## src/rtl/bcd_convert_seq.sv

```systemverilog
// Sequential binary-to-BCD converter.
// It runs one double-dabble (shift-add-3) iteration per clock.
// The input and output sides each use a valid/ready handshake.
// An overflow flag marks results that did not fit in DIGITS digits.
module bcd_convert_seq #(
    parameter int unsigned BIN_WIDTH = 16,
    parameter int unsigned DIGITS    = 5
) (
    input  logic                 clk,
    input  logic                 reset_n,
    input  logic                 in_valid,
    output logic                 in_ready,
    input  logic [BIN_WIDTH-1:0] binary,
    output logic                 out_valid,
    input  logic                 out_ready,
    output logic [4*DIGITS-1:0]  bcd,
    output logic                 overflow
);

    localparam int unsigned CntW = $clog2(BIN_WIDTH + 1);
    localparam int unsigned BcdW = 4 * DIGITS;

    typedef enum logic [1:0] {StIdle, StShift, StDone} state_e;

    state_e               state_q;
    logic [BIN_WIDTH-1:0] shift_q;
    logic [BcdW-1:0]      acc_q;
    logic                 sticky_q;
    logic [CntW-1:0]      cnt_q;
    logic [BcdW-1:0]      bcd_q;
    logic                 ovf_q;
    logic                 in_ready_q;
    logic                 out_valid_q;

    logic [BcdW-1:0]      acc_adj;
    logic [BcdW-1:0]      acc_next;
    logic                 carry_out;

    // One iteration: add 3 to each digit >= 5 (on the old values), then shift the binary MSB in.
    always_comb begin
        acc_adj = acc_q;
        for (int unsigned k = 0; k < DIGITS; k++) begin
            if (acc_q[4*k +: 4] >= 4'd5) begin
                acc_adj[4*k +: 4] = acc_q[4*k +: 4] + 4'd3;
            end
        end
        carry_out = acc_adj[BcdW-1];
        acc_next  = {acc_adj[BcdW-2:0], shift_q[BIN_WIDTH-1]};
    end

    // Control FSM, datapath registers and registered handshake outputs.
    always_ff @(posedge clk or negedge reset_n) begin
        if (!reset_n) begin
            state_q     <= StIdle;
            shift_q     <= '0;
            acc_q       <= '0;
            sticky_q    <= 1'b0;
            cnt_q       <= '0;
            bcd_q       <= '0;
            ovf_q       <= 1'b0;
            in_ready_q  <= 1'b1;
            out_valid_q <= 1'b0;
        end else begin
            unique case (state_q)
                StIdle: begin
                    if (in_valid) begin
                        state_q    <= StShift;
                        shift_q    <= binary;
                        acc_q      <= '0;
                        sticky_q   <= 1'b0;
                        cnt_q      <= CntW'(BIN_WIDTH);
                        in_ready_q <= 1'b0;
                    end
                end
                StShift: begin
                    acc_q    <= acc_next;
                    shift_q  <= shift_q << 1;
                    sticky_q <= sticky_q | carry_out;
                    cnt_q    <= cnt_q - CntW'(1);
                    // The last iteration publishes the result straight from the next-state value.
                    if (cnt_q == CntW'(1)) begin
                        state_q     <= StDone;
                        bcd_q       <= acc_next;
                        ovf_q       <= sticky_q | carry_out;
                        out_valid_q <= 1'b1;
                    end
                end
                StDone: begin
                    if (out_ready) begin
                        state_q     <= StIdle;
                        out_valid_q <= 1'b0;
                        in_ready_q  <= 1'b1;
                    end
                end
                default: begin
                    state_q     <= StIdle;
                    in_ready_q  <= 1'b1;
                    out_valid_q <= 1'b0;
                end
            endcase
        end
    end

    assign in_ready  = in_ready_q;
    assign out_valid = out_valid_q;
    assign bcd       = bcd_q;
    assign overflow  = ovf_q;

endmodule
```

## config.mk

```make
export PLATFORM = sky130hd
export DESIGN_NAME = bcd_convert_seq
export DESIGN_NICKNAME = d
export VERILOG_FILES = /design/src/rtl/bcd_convert_seq.sv
export SDC_FILE = /design/constraint.sdc
export NUM_CORES = 1
export LEC_CHECK = 0
export ABC_AREA = 1
export BUFFER_PORTS_ARGS = -buffer_cell sky130_fd_sc_hd__buf_4
export CORE_UTILIZATION = 52
export CTS_CLUSTER_SIZE = 30
export DETAILED_ROUTE_END_ITERATION = 8
export MAX_ROUTING_LAYER = met4
export PLACE_DENSITY = 0.81
export REMOVE_ABC_BUFFERS = 1
export SLEW_MARGIN = 40
export SYNTH_ARGS = -nofsm -noshare
export SYNTH_HDL_FRONTEND = slang
export SYNTH_SLANG_ARGS = --single-unit
```

## constraint.sdc

```tcl
create_clock -name clk -period 1.4 [get_ports clk]
set_input_delay 0 -clock clk [delete_from_list [all_inputs] [get_ports clk]]
set_output_delay 0 -clock clk [all_outputs]
set_load 0.1 [all_outputs]
```

==> flow_metrics.py, run 1 <==
metrics = {
    "run_status": {
        "outcome": "finished clean",
    },
    "place": {
        "place_congestion": 0.893,
        "pre_cts_slack_ns": -0.0708,
        "portBuffers": 42,
        "hpwl_um": 4800,
    },
    "timing": {
        "drv_slew": 0,
        "setup_violations": 0,
        "layout_min_cycle_time_ns": 1.34,
        "worstMarginPinSlew_ns": 0.387,
        "fin_skew_ns": 0.00662,
        "maxSlewHeadroom": 0.742,
        "final_hold_viol_count": 0,
        "rsz0062_at_grt": "true",
        "setup_ws_ns": 0.0568,
        "fin_crit_sh": 0.959,
        "max_freq_mhz": 744,
    },
    "synth": {
        "yosys.area.top_type": "dfrtp_1",
        "syn_inst": 394,
        "synth_cell_types": 23,
        "seq_area_frac_synth": 0.516,
        "syn_area_um2": 3250,
        "yosys-top-cells-area": "dfrtp_1 (51%), nand2_1 (17%), nand3_1 (8.6%), ha_1 (4.6%), inv_1 (4.3%)",
        "synth.avg_cell_area_um2": 8.25,
        "synth-seq-cells": 67,
        "yosysWarnings": 0,
        "synth_top_area_frac": 0.508,
    },
    "routing": {
        "ant_nets": 0,
        "first_pass_iters": 4,
        "avgRoutedWirePerCell_um": 13.7,
        "drcViolationCount": 0,
        "drt_iter0_drc": 198,
        "wirelength_um": 7590,
        "vias": 2915,
        "vias_per_cell": 5.26,
    },
    "floorplan": {
        "start_util": 0.542,
        "pin_count": 43,
        "die_y_um": 81.1,
        "core_area_um2": 5990,
        "num_rows": 28,
        "dieWidth_um": 81.1,
        "die_area_um2": 6570,
    },
    "global_route": {
        "antenna_found_initial": 0,
        "grt_pass1_vias": 2844,
        "grt_overflow": 0,
        "grt_usage": 0.260,
        "grt_pass1_wl_um": 12400,
        "grt_max_degree": 40,
    },
    "worst_setup_path": {
        "path_class": "flop to flop",
        "critPathMaxFanout": 4,
        "path_cells": "inv_2, ha_4, inv_1, o21ai_2, nand2_2, nand2_2, nand3_1, nand2_1",
        "critPathLaunchType": "flop",
        "rrSetupSlack_ns": 0.06,
        "worstPathRequired_ns": 1.70,
        "arrival_ns": 1.64,
        "cp-end-kind": "flop",
        "cpPeakStageDelay_ns": 0.45,
        "crit_slowest_cell": "dfrtp_2",
        "cp_common_cell": "nand2_2",
    },
    "cts": {
        "numCtsBuffers": 9,
        "cts_tree": "yes",
        "cts-root-buf": "clkbuf_8",
        "insertion_delay_ns": 0.36,
        "clock-sinks": 67,
        "cts.clk_slew.worst_paths_ns": 0.08,
        "cts_buffer_depth": 2,
        "htreeDepth": 3,
    },
    "layout": {
        "antennaDiodeCount": 0,
        "area_delta_synth_final_pct": 32.0,
        "fin_nets": 506,
        "layout-drive-gt1-share": 0.273,
    },
    "run": {
        "cap_violations": 0,
    },
    "hold_path": {
        "hold_class": "input port to flop",
    },
}
[layer usage]
layer / up-vias / GRT usage / share of wire
li1: 1432 / - / -
met3: 13 / 0.0719 / 0.044
met1: 1392 / 0.289 / 0.42
met2: 78 / 0.445 / 0.52
met4: 0 / 0.0946 / 0.019
met5: - / - / 0
[area by class of cell]
type | count | area (um2)
clock inverter | 5 | 37.5
clock buffer | 11 | 151
inverter | 40 | 153
fill | 448 | 1700
timing repair buffer | 81 | 694
tap | 75 | 93.8
sequential | 67 | 1680
multi-input combinational | 275 | 1480
[synthesized netlist by cell type, drive strengths merged]
| cell type | count |
|---|---|
| nand4 | 1 |
| a21boi | 1 |
| dfstp | 1 |
| o22ai | 6 |
| nor2 | 4 |
| xor2 | 1 |
| inv | 40 |
| dfrtp | 66 |
| nor3 | 1 |
| o21ai | 27 |
| nand2 | 155 |
| buf | 12 |
| ha | 12 |
| o211ai | 6 |
| a21oi | 5 |
| nand3 | 56 |
[final timing paths]
check | startpoint | end | depth (start not counted)
worst max-delay path | acc_q[12]$_DFFE_PN0P_ | acc_q[13]$_DFFE_PN0P_ | 8
worst min-delay path | in_valid | sticky_q$_DFFE_PN0P_ | 4
worst max register to register | acc_q[12]$_DFFE_PN0P_ | acc_q[13]$_DFFE_PN0P_ | 8
worst min register to register | in_ready$_DFFE_PN1P_ | in_ready$_DFFE_PN1P_ | 2
max in group asynchronous | reset_n | acc_q[4]$_DFFE_PN0P_ | 3
min in group asynchronous | reset_n | bcd[11]$_DFFE_PN0P_ | 2
[state kept, by name (all words and copies together), names as in the netlist]
name,cells
overflow,1
acc_q,20
sticky_q,1
state_q,2
shift_q,16
bcd,20
out_valid,1
in_ready,1
cnt_q,5
[metrics by stage]
stage / util / TNS, ns / hold WS, ns / instances / cell area, um2
finish: 0.716 / 0 / 0.0493 / 554 / 4290
global route: 0.716 / -0.163 / 0.0595 / 554 / 4290
CTS: 0.688 / 0 / 0.0455 / 552 / 4120
detailed placement: 0.625 / -0.943 / -0.0515 / 517 / 3740
global placement: 0.625 / 0 / -0.0535 / 517 / 3740
floorplan: - / -0.306 / -0.296 / 382 / 3160
[critical path, delay by kind of cell, from the launching register on]
family                   cells  cell delay [ns]
flip-flops                   1             0.45
AND/OR/NAND/NOR              4             0.34
AO/OA/AOI/OAI                1             0.20
buffers and inverters        2             0.14
adder cells (fa/ha/maj)      1             0.14
[cells by family after synthesis]
group,Yosys count,synth area share
buf+inv,52,0.0732
flops,67,0.516
xor+xnor,1,0.00270
compound gates,45,0.0770
simple gates,217,0.285
fa+ha+maj,12,0.0462
[placed cells by master (no fill, tap or decap)]
| master | n |
|---|---|
| a21boi_1 | 1 |
| a21oi_1 | 5 |
| buf_12 | 3 |
| buf_4 | 59 |
| buf_6 | 1 |
| clkbuf_8 | 11 |
| clkinv_2 | 1 |
| clkinv_4 | 2 |
| clkinvlp_4 | 2 |
| dfrtp_1 | 64 |
| dfrtp_2 | 2 |
| dfstp_2 | 1 |
| dlygate4sd3_1 | 18 |
| ha_1 | 7 |
| ha_2 | 2 |
| ha_4 | 3 |
| inv_1 | 26 |
| inv_2 | 13 |
| inv_4 | 1 |
| nand2_1 | 139 |
| nand2_2 | 15 |
| nand2_8 | 1 |
| nand3_1 | 49 |
| nand3_2 | 7 |
| nand4_2 | 1 |
| nor2_1 | 2 |
| nor2_4 | 2 |
| nor3_1 | 1 |
| o211ai_1 | 6 |
| o21ai_0 | 21 |
| o21ai_1 | 2 |
| o21ai_2 | 2 |
| o21ai_4 | 2 |
| o22ai_1 | 6 |
| xor2_1 | 1 |
[repair_timing]
action | CTS | global route
gates resized for setup | 4 | 51
hold endpoints to repair | 85 | 0
endpoints found under the setup margin | 28 | 52
setup buffers | 1 | 2
hold buffers | 18 | 0
pin swaps | 0 | 13
Power of run 1 is not shown: default switching activity piles up to over one toggle a cycle in this logic, so the estimate is an artifact.
==> run 2, diff against run 1 <==
- BUFFER_PORTS_ARGS: -buffer_cell sky130_fd_sc_hd__buf_4 -> -buffer_cell sky130_fd_sc_hd__buf_2
- HOLD_SLACK_MARGIN: default -> 0.15
- clock period: 1.4 -> 1.1 ns (I/O delays scaled with it)
==> run 2 against run 1 <==
The run now ends with setup timing left. Non-clock buffer count grew 48. Sequential share of layout area is 10 points lower. Global-route usage increased by 14 points. Final cell count increased by 9.7%. Clock skew rose by 0.0047 ns. Largest cell class is now multi-input gates. Highest routed layer unchanged.
==> flow_metrics.py, run 2 (synthesis gave the netlist of run 1 again) <==
metrics = {
    "run_status": {
        "outcome": "complete, but fails checks",
        "violations": "setup timing",
    },
    "timing": {
        "max_freq_mhz": 656,
        "maxSlewHeadroom": 0.747,
        "setup_ws_ns": -0.425,
        "fin_crit_sh": 1.39,
        "setup_violations": 69,
        "worstMarginPinSlew_ns": 0.380,
        "fin_skew_ns": 0.0113,
        "layout_min_cycle_time_ns": 1.53,
        "final_hold_viol_count": 0,
        "rsz0062_at_grt": "true",
        "drv_slew": 0,
    },
    "layout": {
        "register_area_um2": 1680,
        "fillCellCount": 126,
        "area_delta_synth_final_pct": 77.3,
        "multi_input_area_um2": 2180,
        "fin_nets": 560,
        "final_cells": 608,
        "layout-drive-gt1-share": 0.580,
        "final_cell_mix": "nand2_1 (88), dfrtp_1 (62), buf_4 (53)",
        "antennaDiodeCount": 0,
        "final_util": 0.962,
        "layout_commonest_cell": "nand2_1",
    },
    "floorplan": {
        "core_area_um2": 5990,
        "die_y_um": 81.1,
        "num_rows": 28,
        "pin_count": 43,
        "dieWidth_um": 81.1,
        "start_util": 0.542,
        "die_area_um2": 6570,
    },
    "worst_setup_path": {
        "r2r_cells": 7,
        "critPathMaxFanout": 3,
        "cp-end-kind": "flop",
        "rrSetupSlack_ns": -0.43,
        "worstPathRequired_ns": 1.34,
        "arrival_ns": 1.76,
        "r2r-end": "bcd[5]$_DFFE_PN0P_",
        "path_class": "flop to flop",
        "reg2reg_from": "acc_q[4]$_DFFE_PN0P_",
        "critPathLaunchType": "flop",
    },
    "routing": {
        "first_pass_iters": 6,
        "vias_per_cell": 6.65,
        "vias": 4043,
        "avgRoutedWirePerCell_um": 27.1,
        "drcViolationCount": 0,
        "ant_nets": 0,
        "drt_iter0_drc": 619,
        "wirelength_um": 16500,
    },
    "cts": {
        "numCtsBuffers": 9,
        "cts_tree": "yes",
        "cts_buffer_depth": 2,
        "insertion_delay_ns": 0.37,
        "cts.clk_slew.worst_paths_ns": 0.07,
        "clock-sinks": 67,
        "cts-root-buf": "clkbuf_8",
        "htreeDepth": 3,
    },
    "global_route": {
        "grt_pass1_wl_um": 18300,
        "grt_usage": 0.399,
        "grt_pass1_vias": 3728,
        "grt_overflow": 0,
        "grt_max_degree": 68,
        "antenna_found_initial": 0,
    },
    "run": {
        "cap_violations": 0,
    },
    "place": {
        "place_congestion": 0.851,
        "portBuffers": 42,
        "dp.cells": 534,
        "hpwl_um": 4800,
    },
    "hold_path": {
        "hold_class": "input port to asynchronous set/reset pin",
    },
}
run 2: changes by cell type in the layout (fill, tap and decap cells not counted), moves of 7 or more:
cell	before	now
o21ai_2	2	11
nand2_1	139	88
buf_2	0	19
buf_6	1	8
nand3_1	49	15
nand2_2	15	44
inv_1	26	16
nand3_2	7	40
nand2_4	0	21
buf_12	3	28
o21ai_0	21	3
run 2: worst max-delay path by stage:
stage,start,to,slack (ns),cells past startpoint
finish,acc_q[4]$_DFFE_PN0P_,bcd[5]$_DFFE_PN0P_,-0.43,7
floorplan,state_q[0]$_DFFE_PN0P_,bcd[3]$_DFFE_PN0P_,-0.34,5
detailed placement,acc_q[4]$_DFFE_PN0P_,bcd[6]$_DFFE_PN0P_,-0.37,8
global placement,acc_q[4]$_DFFE_PN0P_,bcd[6]$_DFFE_PN0P_,-0.27,8
global route,acc_q[0]$_DFFE_PN0P_,bcd[4]$_DFFE_PN0P_,-0.47,7
CTS,acc_q[12]$_DFFE_PN0P_,bcd[14]$_DFFE_PN0P_,-0.17,8
run 2: per-stage QoR:
| step | TNS, ns | hold slack, ns | cell area [um2] | setup WS (ns) |
|---|---|---|---|---|
| final | -17.95 | 0.190 | 5760 | -0.425 |
| after detailed placement | -14.77 | 0.0502 | 4050 | -0.368 |
| after CTS | -6.84 | 0.216 | 5190 | -0.170 |
| after global routing | -20.19 | 0.253 | 5760 | -0.471 |
| after floorplan | -13.27 | -0.296 | 3160 | -0.337 |
| after global placement | -11.54 | 0.0425 | 4050 | -0.274 |
run 2: worst max-delay path: stages, from the launching register on:
cell     delay, ns
dfrtp_1       0.46
inv_2         0.14
ha_4          0.17
inv_2         0.06
o21ai_4       0.20
nand3_2       0.17
nand3_2       0.12
nand2_1       0.07
run 2: layout make-up:
| cell class | count | share of cell area |
|---|---|---|
| Sequential cell | 67 | 0.292 |
| Clock inverter | 4 | 0.00869 |
| Tap cell | 75 | 0.0163 |
| Multi-Input combinational cell | 278 | 0.378 |
| Clock buffer | 12 | 0.0269 |
| Timing Repair Buffer | 129 | 0.238 |
| Timing Repair inverter | 3 | 0.00586 |
| Inverter | 40 | 0.0337 |
run 2: metal layers:
layer,routed length (um),part of all wire,track usage,vias to the layer above
li1,-,-,-,1541
met1,5100,0.31,0.418,1845
met3,2040,0.12,0.0989,222
met4,1810,0.11,0.246,0
met2,7550,0.46,0.672,435
met5,0,0,-,-
run 2: timing repair:
action / in CTS / in global routing
hold endpoints to repair: 90 / 0
pin swaps: 45 / 36
gates resized for setup: 170 / 105
hold buffers: 19 / 0
setup endpoints to repair: 70 / 67
setup buffers: 17 / 18
cloned: 6 / 2
Power of run 2 is left out for the same reason.
==> run 3, diff against run 2 <==
- CORE_UTILIZATION: 52 -> 54
- CTS_BUF_LIST: default -> sky130_fd_sc_hd__clkbuf_4
- PLACE_DENSITY: 0.81 -> 0.8
- clock period: 1.1 -> 1.9 ns (I/O delays scaled with it)
==> run 3 against run 2 <==
The flow now finishes without violations. Clock-buffer cell count down 3. Die area down 3.6%. Setup slack better by 0.78 ns. Final area down 33%. Utilization down 28 points. Register-to-register slack better by 0.78 ns. Global-route usage down 15 points. Clock skew up 0.0026 ns. Largest cell class is now sequential cells. Wire length down 60%. Final cell count down 12%. Critical endpoint is now bcd[14]$_DFFE_PN0P_. Non-clock buffer count down 61.
==> flow_metrics.py, run 3 (synthesis gave the netlist of run 1 again) <==
metrics = {
    "worst_setup_path": {
        "r2r_cells": 8,
        "cp-end-kind": "flop",
        "path_class": "flop to flop",
        "cp-endpoint": "bcd[14]$_DFFE_PN0P_",
        "arrival_ns": 1.91,
        "critPathLaunchType": "flop",
        "crit_path_start": "acc_q[12]$_DFFE_PN0P_",
        "r2r-end": "bcd[14]$_DFFE_PN0P_",
        "reg2reg_from": "acc_q[12]$_DFFE_PN0P_",
        "rrSetupSlack_ns": 0.35,
        "critPathMaxFanout": 6,
        "worstPathRequired_ns": 2.26,
    },
    "floorplan": {
        "die_area_um2": 6330,
        "num_rows": 27,
        "dieWidth_um": 79.6,
        "pin_count": 43,
        "core_area_um2": 5640,
        "start_util": 0.576,
        "die_y_um": 79.6,
    },
    "run": {
        "cap_violations": 0,
    },
    "place": {
        "hpwl_um": 4420,
        "portBuffers": 42,
        "place_congestion": 0.867,
    },
    "timing": {
        "fin_skew_ns": 0.0139,
        "setup_violations": 0,
        "final_hold_viol_count": 0,
        "max_freq_mhz": 646,
        "layout_min_cycle_time_ns": 1.55,
        "holdWs_ns": 0.171,
        "maxSlewHeadroom": 0.658,
        "rsz0062_at_grt": "false",
        "finalSetupTns_ns": 0,
        "worstMarginPinSlew_ns": 0.513,
        "drv_slew": 0,
        "fin_crit_sh": 0.815,
    },
    "routing": {
        "avgRoutedWirePerCell_um": 12.4,
        "first_pass_iters": 4,
        "wirelength_um": 6640,
        "ant_nets": 0,
        "drcViolationCount": 0,
        "vias": 2801,
        "drt_iter0_drc": 112,
        "vias_per_cell": 5.23,
    },
    "cts": {
        "numCtsBuffers": 9,
        "cts.clk_slew.worst_paths_ns": 0.10,
        "cts-root-buf": "clkbuf_4",
        "ctsResizeCount": 0,
        "htreeDepth": 3,
        "insertion_delay_ns": 0.41,
        "cts_tree": "yes",
        "cts_buffer_depth": 2,
        "clock-sinks": 67,
    },
    "run_status": {
        "outcome": "finished clean",
    },
    "layout": {
        "fin_nets": 493,
        "area_delta_synth_final_pct": 17.9,
        "layout_commonest_cell": "nand2_1",
        "antennaDiodeCount": 0,
        "final_cell_mix": "nand2_1 (151), dfrtp_1 (66), nand3_1 (56)",
        "layout-drive-gt1-share": 0.151,
    },
    "global_route": {
        "grt_pass1_vias": 2694,
        "antenna_found_initial": 0,
        "grt_pass1_wl_um": 11600,
        "grt_max_degree": 44,
        "grt_overflow": 0,
        "grt_usage": 0.246,
    },
    "hold_path": {
        "hold_class": "input port to asynchronous set/reset pin",
    },
}
-- run 3: what timing repair did --
| action | 4_1_cts | 5_1_grt |
|---|---|---|
| endpoints found under the hold margin | 88 | 0 |
| hold buffers | 21 | 0 |
| endpoints found under the setup margin | 0 | 0 |
| buffers inserted | 0 | 0 |
-- run 3: critical path: stages, from the launching register on --
cell and delay [ns]:
dfrtp_1 0.46, inv_1 0.11, ha_1 0.18, inv_1 0.04
o21ai_0 0.26, nand2_1 0.17, nand2_1 0.12, nand3_1 0.08
nand2_1 0.08
-- run 3: stage by stage --
step | setup WS, ns | area, um2 | utilization | std cells
2_1_floorplan | 0.463 | 3160 | - | 382
3_3_place_gp | 0.441 | 3510 | 0.623 | 501
3_5_place_dp | 0.395 | 3510 | 0.623 | 501
4_1_cts | 0.336 | 3840 | 0.680 | 536
5_1_grt | 0.0555 | 3830 | 0.679 | 536
6_report | 0.352 | 3830 | 0.679 | 536
-- run 3: area by class of cell --
type,instances,area (um2)
Sequential cell,67,1680
Multi-Input combinational cell,275,1330
Timing Repair Buffer,68,465
Clock inverter,5,46.3
Fill cell,501,1810
Tap cell,72,90.1
Clock buffer,9,67.6
Inverter,40,150
-- run 3: worst min-delay path by stage --
| stage | startpoint | to | slack (ns) | cells past startpoint |
|---|---|---|---|---|
| global placement | reset_n | bcd[10]$_DFFE_PN0P_ | 0.03 | 1 |
| floorplan | reset_n | acc_q[0]$_DFFE_PN0P_ | -0.30 | 0 |
| global route | reset_n | bcd[7]$_DFFE_PN0P_ | 0.22 | 3 |
| CTS | binary[8] | shift_q[8]$_DFFE_PN0P_ | 0.32 | 4 |
| finish | reset_n | bcd[10]$_DFFE_PN0P_ | 0.17 | 3 |
| detailed placement | reset_n | bcd[10]$_DFFE_PN0P_ | 0.03 | 1 |
-- run 3: metal layers --
layer,share of wire,wire length [um],up-vias,GRT usage
met5,0,0,-,-
met3,0.049,324,10,0.0720
met2,0.48,3210,68,0.415
li1,-,-,1413,-
met1,0.45,3020,1310,0.287
met4,0.014,91,0,0.0636
Power of run 3 is left out for the same reason.
